===== config.mk =====
export PLATFORM = sky130hd
export DESIGN_NAME = rom_is_tx
export DESIGN_NICKNAME = d
export VERILOG_FILES = /design/src/rtl/rom_is_tx.sv
export SDC_FILE = /design/constraint.sdc
export NUM_CORES = 1
export LEC_CHECK = 0
export ABC_AREA = 1
export CELL_PAD_IN_SITES_DETAIL_PLACEMENT = 2
export CELL_PAD_IN_SITES_GLOBAL_PLACEMENT = 2
export CORE_ASPECT_RATIO = 0.5
export CORE_UTILIZATION = 34
export CTS_CLUSTER_DIAMETER = 50
export DETAILED_ROUTE_END_ITERATION = 12
export GPL_ROUTABILITY_DRIVEN = 0
export PLACE_DENSITY = 0.86
export SETUP_SLACK_MARGIN = 0.4
export SLEW_MARGIN = 15
export SYNTH_ARGS = -nofsm -noshare
export SYNTH_HDL_FRONTEND = slang
export SYNTH_SLANG_ARGS = --single-unit

===== constraint.sdc =====
create_clock -name cph2 -period 4.5 [get_ports cph2]
set_clock_uncertainty 0.05 [all_clocks]
set_input_delay 0.9 -clock cph2 [delete_from_list [all_inputs] [get_ports cph2]]
set_output_delay 0.9 -clock cph2 [all_outputs]
set_load 0.01 [all_outputs]

===== src/rtl/rom_is_tx.sv =====
// ---------------------------------------------------------------------------
// rom_is_tx -- instruction ROM transmitter
//
// Locks to the CTC 56-bit frame using the sync window (high T45..T54),
// shifts in an 8-bit ROM address from ia at T19..T26, fetches the 10-bit
// word at T27 and drives it LSB first onto the shared is line at T45..T54.
// Several instances share the is line; each one watches the resolved line
// (is_in) for ROM-select words and only the selected instance drives.
//
// Parameters
//   ROM_ID    3-bit chip number matched by a ROM-select word
//   ROM_INIT  image name for the 256x10 array (contents preloaded externally)
//
// Ports
//   cph2      in   system clock, all state on posedge
//   rst       in   synchronous reset, active-high
//   sync      in   CTC sync, high T45..T54 of each frame
//   ia        in   serial ROM address from CTC, LSB first
//   is_in     in   resolved shared is line, monitored for ROM-select
//   is_out    out  serial instruction bit, 0 when is_oe=0
//   is_oe     out  drive enable for is_out
//   active    out  this ROM is the selected ROM
//   locked    out  frame timing locked
//   sync_err  out  sticky: sync mismatch seen since reset
// ---------------------------------------------------------------------------
module rom_is_tx #(
    parameter logic [2:0] ROM_ID   = 3'd0,
    parameter string      ROM_INIT = "rom0.hex"
) (
    input  logic cph2,
    input  logic rst,
    input  logic sync,
    input  logic ia,
    input  logic is_in,
    output logic is_out,
    output logic is_oe,
    output logic active,
    output logic locked,
    output logic sync_err
);

    typedef enum logic {
        ST_UNSYNC = 1'b0,
        ST_RUN    = 1'b1
    } state_t;

    state_t     state_q, state_d;
    logic [5:0] cnt_q, cnt_d;
    logic [6:0] ia_sh_q, ia_sh_d;     // address bits 0..6 collected before T26
    logic [7:0] adr_q, adr_d;
    logic [9:0] sh_q, sh_d;           // is line capture for ROM-select decode
    logic [9:0] word_q;
    logic       sync_d_q;
    logic       full_q, full_d;       // a complete frame has been fetched since lock
    logic       active_q, active_d;
    logic       sync_err_q, sync_err_d;

    logic [9:0] mem [256];

    logic       in_win;
    logic       run_ok;
    logic       fetch_en;
    logic [5:0] bit_off;

    assign in_win   = (cnt_q >= 6'd45) && (cnt_q <= 6'd54);
    // RUN and the sync line agrees with where the counter says we are
    assign run_ok   = (state_q == ST_RUN) && (sync == in_win);
    assign fetch_en = run_ok && (cnt_q == 6'd27);
    assign bit_off  = cnt_q - 6'd45;

    always_comb begin
        state_d    = state_q;
        cnt_d      = cnt_q;
        ia_sh_d    = ia_sh_q;
        adr_d      = adr_q;
        sh_d       = sh_q;
        full_d     = full_q;
        active_d   = active_q;
        sync_err_d = sync_err_q;

        case (state_q)
            ST_UNSYNC: begin
                // the rising-edge cycle is T45, so the counter resumes at 46;
                // the rest of this frame is partial and must not emit or decode
                if (sync && !sync_d_q) begin
                    state_d = ST_RUN;
                    cnt_d   = 6'd46;
                    full_d  = 1'b0;
                end
            end
            ST_RUN: begin
                if (!run_ok) begin
                    // counter holds; a fresh rising edge is needed to relock
                    state_d    = ST_UNSYNC;
                    sync_err_d = 1'b1;
                end else begin
                    cnt_d = (cnt_q == 6'd55) ? 6'd0 : cnt_q + 6'd1;
                    if ((cnt_q >= 6'd19) && (cnt_q <= 6'd25))
                        ia_sh_d = {ia, ia_sh_q[6:1]};
                    if (cnt_q == 6'd26)
                        adr_d = {ia, ia_sh_q};
                    if (cnt_q == 6'd27)
                        full_d = 1'b1;
                    if (in_win)
                        sh_d = {is_in, sh_q[9:1]};
                    // only a frame whose whole window was captured may select
                    if ((cnt_q == 6'd55) && full_q && (sh_q[6:0] == 7'b0010000))
                        active_d = (sh_q[9:7] == ROM_ID);
                end
            end
            default: state_d = ST_UNSYNC;
        endcase
    end

    always_ff @(posedge cph2) begin
        if (rst) begin
            state_q    <= ST_UNSYNC;
            cnt_q      <= 6'd0;
            ia_sh_q    <= 7'd0;
            adr_q      <= 8'd0;
            sh_q       <= 10'd0;
            sync_d_q   <= 1'b0;
            full_q     <= 1'b0;
            active_q   <= (ROM_ID == 3'd0);
            sync_err_q <= 1'b0;
        end else begin
            state_q    <= state_d;
            cnt_q      <= cnt_d;
            ia_sh_q    <= ia_sh_d;
            adr_q      <= adr_d;
            sh_q       <= sh_d;
            sync_d_q   <= sync;
            full_q     <= full_d;
            active_q   <= active_d;
            sync_err_q <= sync_err_d;
        end
    end

    // registered ROM read, one fetch per frame at T27
    always_ff @(posedge cph2) begin
        if (rst)
            word_q <= 10'd0;
        else if (fetch_en)
            word_q <= mem[adr_q];
    end

    assign is_oe    = (state_q == ST_RUN) && active_q && in_win && full_q;
    assign is_out   = is_oe && word_q[bit_off[3:0]];
    assign active   = active_q;
    assign locked   = (state_q == ST_RUN);
    assign sync_err = sync_err_q;

endmodule


==> flow_metrics.py, run 1 <==
metrics = {
    "run_status": {
        "status": "complete, no violations",
    },
    "yosys": {
        "synth_largest_area_cell": "dfxtp_1",
        "synth_seq_area_share_pct": 38.1,
        "synth_edf_count": 0,
        "syn_inst": 149,
        "ys_ff_latch": 21,
        "yosys-top-cells-area": "dfxtp_1 (38%), inv_1 (6.5%), nor2_1 (6.5%), nand2_1 (6.1%), a21oi_1 (5.9%)",
        "synth-main-ff-cell": "dfxtp_1",
        "syn_nets": 158,
        "netlist.area_leader.share_pct": 38.1,
        "netlist_area_sq_um": 1100,
        "async_reset_ff_share_pct": 0,
        "yosysWarningCount": 0,
        "ys_types": 26,
        "avgSynthCellArea_sq_um": 7.40,
    },
    "job": {
        "maxCapViolCount": 0,
    },
    "clock_network": {
        "ctsResizeCount": 0,
        "worstSkewPairLatency_ns": 0.26,
        "cts_tree": "done",
        "htreeDepth": 1,
        "cts_root_buffer": "clkbuf_8",
        "clockBufferDepth": 2,
        "cts_hold_buf": 0,
        "cts_buffers": 3,
        "clk_pin_slew_worst_paths_ns": 0.08,
        "clock-sinks": 21,
        "post_cts_buffers": 0,
    },
    "global_route": {
        "grt_pass1_wl_mm": 4.92,
        "grt_overflow": 0,
        "antenna_found_initial": 0,
        "grt_max_degree": 20,
        "gr-usage-all-layers_pct": 19.5,
        "grt_pass1_vias": 1035,
    },
    "timing": {
        "hold_viol_final": 0,
        "setup_violations": 0,
        "rsz0062_at_grt": "false",
        "finalCritPeriodShare_pct": 69.6,
        "final.setup.tns_ns": 0,
        "slew_viol_final": 0,
        "clock.fmax_mhz": 319,
        "post-route-min-period_ns": 3.13,
    },
    "die": {
        "io-pin-count": 10,
        "fp.dieH_um": 42.3,
        "die_w_um": 82.5,
        "core_area_sq_um": 3050,
        "fp-row-count": 14,
        "fp.dieArea_sq_um": 3490,
        "start_util_pct": 36.2,
    },
    "pwr": {
        "peakVddDrop_mv": 0.117,
        "power_leakage_nw": 0.494,
        "design_power_total_uw": 374,
        "power_density_nw_per_um2": 304,
    },
    "detailed_routing": {
        "wire_per_inst_um": 14.6,
        "wl_mm": 2.84,
        "drt_iter0_markers": 38,
        "vias_per_cell": 4.90,
        "vias": 955,
        "drcViolationCount": 0,
        "ant_nets": 0,
        "firstDrtPassIters": 4,
    },
    "final_layout": {
        "fin_cells": 195,
        "diodes": 0,
        "drive_gt1_share_pct": 10.3,
        "fin_nets": 165,
        "syn2layout_area_growth_pct": 11.6,
        "fill_cells": 364,
    },
    "worst_setup_path": {
        "crit_top_cell": "nand2_4",
        "slowest_stage": "clkdlybuf4s50_1",
        "cp.arrival_ns": 2.18,
        "cp-start-kind": "register",
        "cp.required_ns": 3.55,
        "critPathLaunch": "cnt_q[0]",
        "cpPeakStageDelay_ns": 0.52,
        "endpoint_kind": "output port",
        "reg2regPathDepth": 12,
        "critPathKind": "register to output port",
        "worst-path-max-fanout": 4,
        "r2r_setup_slack_ns": 2.67,
        "worstPathCellList": "inv_1, ha_1, nand2_1, nand3_2, nand2_4, nand2_4, nor2_4, and3_2, clkdlybuf4s50_1",
        "reg2reg_from": "cnt_q[0]",
        "endpoint": "is_oe",
        "rr_endpoint": "cnt_q[3]",
    },
    "min_path": {
        "hp-start": "sh_q[0]",
        "hp-class": "register to register",
    },
    "placement": {
        "hpwl_mm": 2.21,
        "io_buffers": 7,
        "placed_cells": 191,
    },
}
-- per-layer routing --
| metal | global-route usage (%) | up-vias | wire length [um] |
|---|---|---|---|
| met5 | 0 | - | 0 |
| met4 | 4.14 | 0 | 15 |
| met3 | 4.57 | 2 | 58 |
| met2 | 33.2 | 8 | 1390 |
| met1 | 25.0 | 457 | 1380 |
| li1 | - | 488 | - |
-- cell type report --
class                   instances  area [sq um]  share of cell area, %
multi-input cells             102           566                   46.0
flip-flops and latches         21           420                   34.2
inverters                      21          78.8                   6.41
well taps                      40          50.0                   4.07
clock buffers                   4          45.0                   3.66
repair buffers                  7          70.1                   5.70
-- registers in the layout (all words and copies together) (netlist names) --
register	count
sh_q	10
cnt_q	6
active	1
full_q	1
locked	1
sync_d_q	1
sync_err	1
-- critical path, delay by kind of cell, from the launching register on --
family / cells / cell delay [ns]
and+or+nand+nor: 6 / 0.65
buffers and inverters: 2 / 0.65
DFF: 1 / 0.41
adders and majority gates: 1 / 0.22
-- report_power, final --
| group | internal, mW | total, mW | switching (mW) |
|---|---|---|---|
| clock | 0.0631 | 0.125 | 0.0622 |
| combinational | 0.0174 | 0.0464 | 0.0290 |
| sequential | 0.192 | 0.203 | 0.0106 |
| total | 0.273 | 0.374 | 0.102 |
-- kinds of logic after synthesis --
family / after synthesis / share of synthesized area, %
compound gates: 26 / 12.3
xor+xnor: 2 / 1.59
fa+ha+maj: 4 / 4.54
buf+inv: 26 / 10.6
flops: 21 / 38.1
other cells: 1 / 0.340
simple gates: 69 / 32.6
-- worst min path at each step --
stage          cells past startpoint  slack [ns]  endpoint
3_3_place_gp                       2        0.39   sh_q[0]
3_5_place_dp                       1        0.41  sync_err
5_1_grt                            1        0.44  sync_err
2_1_floorplan                      2        0.38   sh_q[0]
4_1_cts                            2        0.42   sh_q[0]
6_report                           2        0.42   sh_q[0]
-- synthesized netlist by cell type, types with 2 or more instances --
master    count
inv_2         2
buf_6         2
nand4_1       4
nor2_1       19
nand3_1      13
clkbuf_1      2
a21oi_1      13
o21ai_0      10
nor3_1        4
nand2_1      18
dfxtp_1      21
inv_1        19
nand2_2       2
ha_1          4
xor2_1        2
nand2_4       4
-- placed cells by master (no fill, tap or decap) --
master,synthesis,layout
inv_2,2,2
nor2_4,1,1
inv_1,19,19
o21bai_1,1,1
nor2_1,19,19
clkdlybuf4s50_1,0,7
nand3_4,1,1
nand3_1,13,13
clkbuf_1,2,1
or2_2,1,1
nand2_2,2,2
nand4_1,4,4
a21oi_1,13,13
o21ai_0,10,10
nand2_1,18,18
ha_1,4,4
nand2_4,4,4
nor3_1,4,4
o21ai_1,1,1
o21a_1,1,1
conb_1,1,1
and3_2,1,1
dfxtp_1,21,21
xor2_1,2,2
nand3_2,1,1
clkbuf_8,0,3
-- metrics by stage --
step / instance area [sq um] / worst slack, ns / hold WS [ns] / util [%]
global placement: 1180 / 1.65 / 0.392 / 38.9
CTS: 1230 / 1.32 / 0.422 / 40.4
global route: 1230 / 1.22 / 0.442 / 40.4
detailed placement: 1180 / 1.62 / 0.412 / 38.9
finish: 1230 / 1.37 / 0.418 / 40.4
floorplan: 1100 / 2.32 / 0.379 / -
(Power assumes the default switching activity.)
==> run 2, diff against run 1 <==
CORE_UTILIZATION = 32   (was 34)
PLACE_DENSITY = 0.82   (was 0.86)
clock period = 3.1 ns   (was 4.5 ns; I/O delays follow)
==> run 2 against run 1 <==
Clock-buffer cell count unchanged. Sequential share of layout area increased by 0.093 points. Sequential power grew 44%. Non-clock buffer count up 1. Highest routed layer is now met3.
==> flow_metrics.py, run 2 (synthesis results as in run 1) <==
metrics = {
    "detailed_routing": {
        "wl_mm": 2.82,
        "vias_per_cell": 5.01,
        "drcViolationCount": 0,
        "drt_iter0_markers": 25,
        "wire_per_inst_um": 14.4,
        "firstDrtPassIters": 3,
        "ant_nets": 0,
        "vias": 981,
    },
    "global_route": {
        "grt_pass1_wl_mm": 4.81,
        "met3_usage_pct": 4.00,
        "gr-usage-all-layers_pct": 16.9,
        "grt_max_degree": 20,
        "grt_overflow": 0,
        "use_met2_pct": 31.1,
        "antenna_found_initial": 0,
        "grt_use_met1_pct": 21.1,
        "grt_pass1_vias": 1007,
        "top_usage_layer": "met2",
    },
    "worst_setup_path": {
        "crit_top_cell": "nand2_4",
        "worst-path-max-fanout": 4,
        "endpoint_kind": "output port",
        "critPathKind": "register to output port",
        "slowest_stage": "dfxtp_4",
        "worstPathCellList": "inv_1, ha_1, nand2_1, nand3_2, nand2_4, nand2_4, nor2_4, and3_2, dlygate4sd2_1",
        "cp-start-kind": "register",
        "reg2regPathDepth": 10,
        "cp.required_ns": 2.43,
        "cp.arrival_ns": 1.84,
        "cpPeakStageDelay_ns": 0.37,
    },
    "die": {
        "fp.dieH_um": 43.5,
        "die_w_um": 85,
        "fp.dieArea_sq_um": 3700,
        "io-pin-count": 10,
        "start_util_pct": 35.2,
        "core_area_sq_um": 3140,
        "fp-row-count": 14,
    },
    "pwr": {
        "p_int_uw": 397,
        "power_density_nw_per_um2": 436,
        "seq_power_share_pct": 54.0,
        "power_leakage_nw": 0.505,
        "p_sw_uw": 144,
        "peakVddDrop_mv": 0.247,
        "sw_frac_of_total_pct": 26.7,
        "clkPwrFrac_pct": 33.2,
        "power_frac_comb_pct": 12.8,
    },
    "clock_network": {
        "clock-sinks": 21,
        "htreeDepth": 1,
        "ctsResizeCount": 4,
        "clk_pin_slew_worst_paths_ns": 0.08,
        "worstSkewPairLatency_ns": 0.26,
        "post_cts_buffers": 0,
        "cts_root_buffer": "clkbuf_8",
        "cts_buffers": 3,
        "cts_tree": "done",
        "cts_hold_buf": 0,
        "clockBufferDepth": 2,
    },
    "final_layout": {
        "fin_nets": 166,
        "diodes": 0,
        "drive_gt1_share_pct": 12.2,
        "mostFrequentLayoutCells": "inv_1 (19), nor2_1 (19), dfxtp_1 (19), nand2_1 (18)",
        "regMostFlops": "sh_q",
        "reg_top3": "sh_q x10, cnt_q x6",
        "syn2layout_area_growth_pct": 12.6,
        "largest_reg_flops": 10,
    },
    "min_path": {
        "hp-class": "register to register",
        "hold_depth": 2,
    },
    "timing": {
        "final.setup.tns_ns": 0,
        "slew_viol_final": 0,
        "post-route-min-period_ns": 2.51,
        "rsz0062_at_grt": "false",
        "finalCritPeriodShare_pct": 81.0,
        "hold_slack_ns": 0.416,
        "clock.fmax_mhz": 398,
        "hold_viol_final": 0,
        "setup_violations": 0,
    },
    "run_status": {
        "status": "complete, no violations",
    },
    "placement": {
        "io_buffers": 7,
        "hpwl_mm": 2.11,
    },
    "job": {
        "maxCapViolCount": 0,
    },
}
==> run 2: changes by cell type in the layout (fill, tap and decap cells not counted), sizes merged <==
cell	delta
dlygate4sd2	+1
buf	+1
clkdlybuf4s50	-1
==> run 2: per-stage QoR <==
| step | instance area [sq um] | utilization [%] | power [mW] | setup slack [ns] | instances |
|---|---|---|---|---|---|
| 2_1_floorplan | 1100 | - | 0.346 | 1.20 | 149 |
| 6_report | 1240 | 39.6 | 0.541 | 0.590 | 196 |
| 3_3_place_gp | 1190 | 38.0 | 0.365 | 0.537 | 192 |
| 3_5_place_dp | 1190 | 38.0 | 0.369 | 0.496 | 192 |
| 4_1_cts | 1240 | 39.6 | 0.549 | 0.548 | 196 |
| 5_1_grt | 1240 | 39.6 | 0.570 | 0.442 | 196 |
==> run 2: final timing paths <==
path	startpoint	to	slack, ns
max	cnt_q[0]	is_oe	0.59
min	sh_q[0]	sh_q[0]	0.42
max reg2reg	cnt_q[0]	sh_q[6]	1.35
min reg2reg	sh_q[0]	sh_q[0]	0.42
==> run 2: power by group through the flow <==
stage	Sequential (mW)	Combinational [mW]	Clock, mW
finish	0.292	0.0693	0.179
floorplan	0.295	0.0511	0
global route	0.294	0.0788	0.197
global placement	0.297	0.0674	0
CTS	0.293	0.0710	0.185
detailed placement	0.299	0.0703	0
==> run 2: critical path: cells and delay by family (launching register included) <==
kind                       cells  cell delay (ns)
and+or+nand+nor                6             0.66
DFF                            1             0.37
buffers and inverters          2             0.34
adders and majority gates      1             0.20
==> run 2: cell type report <==
cell class                 count  area [sq um]
fill                         367          1890
multi-input combinational    102           566
sequential                    21           425
inverter                      21          78.8
timing repair buffer           8          76.3
tap                           40          50.0
clock buffer                   4          45.0
==> run 2: metal layers <==
layer | vias to the layer above | part of all wire, %
li1 | 492 | -
met1 | 482 | 48
met2 | 7 | 49
met3 | 0 | 2.1
met4 | 0 | 0
met5 | - | 0
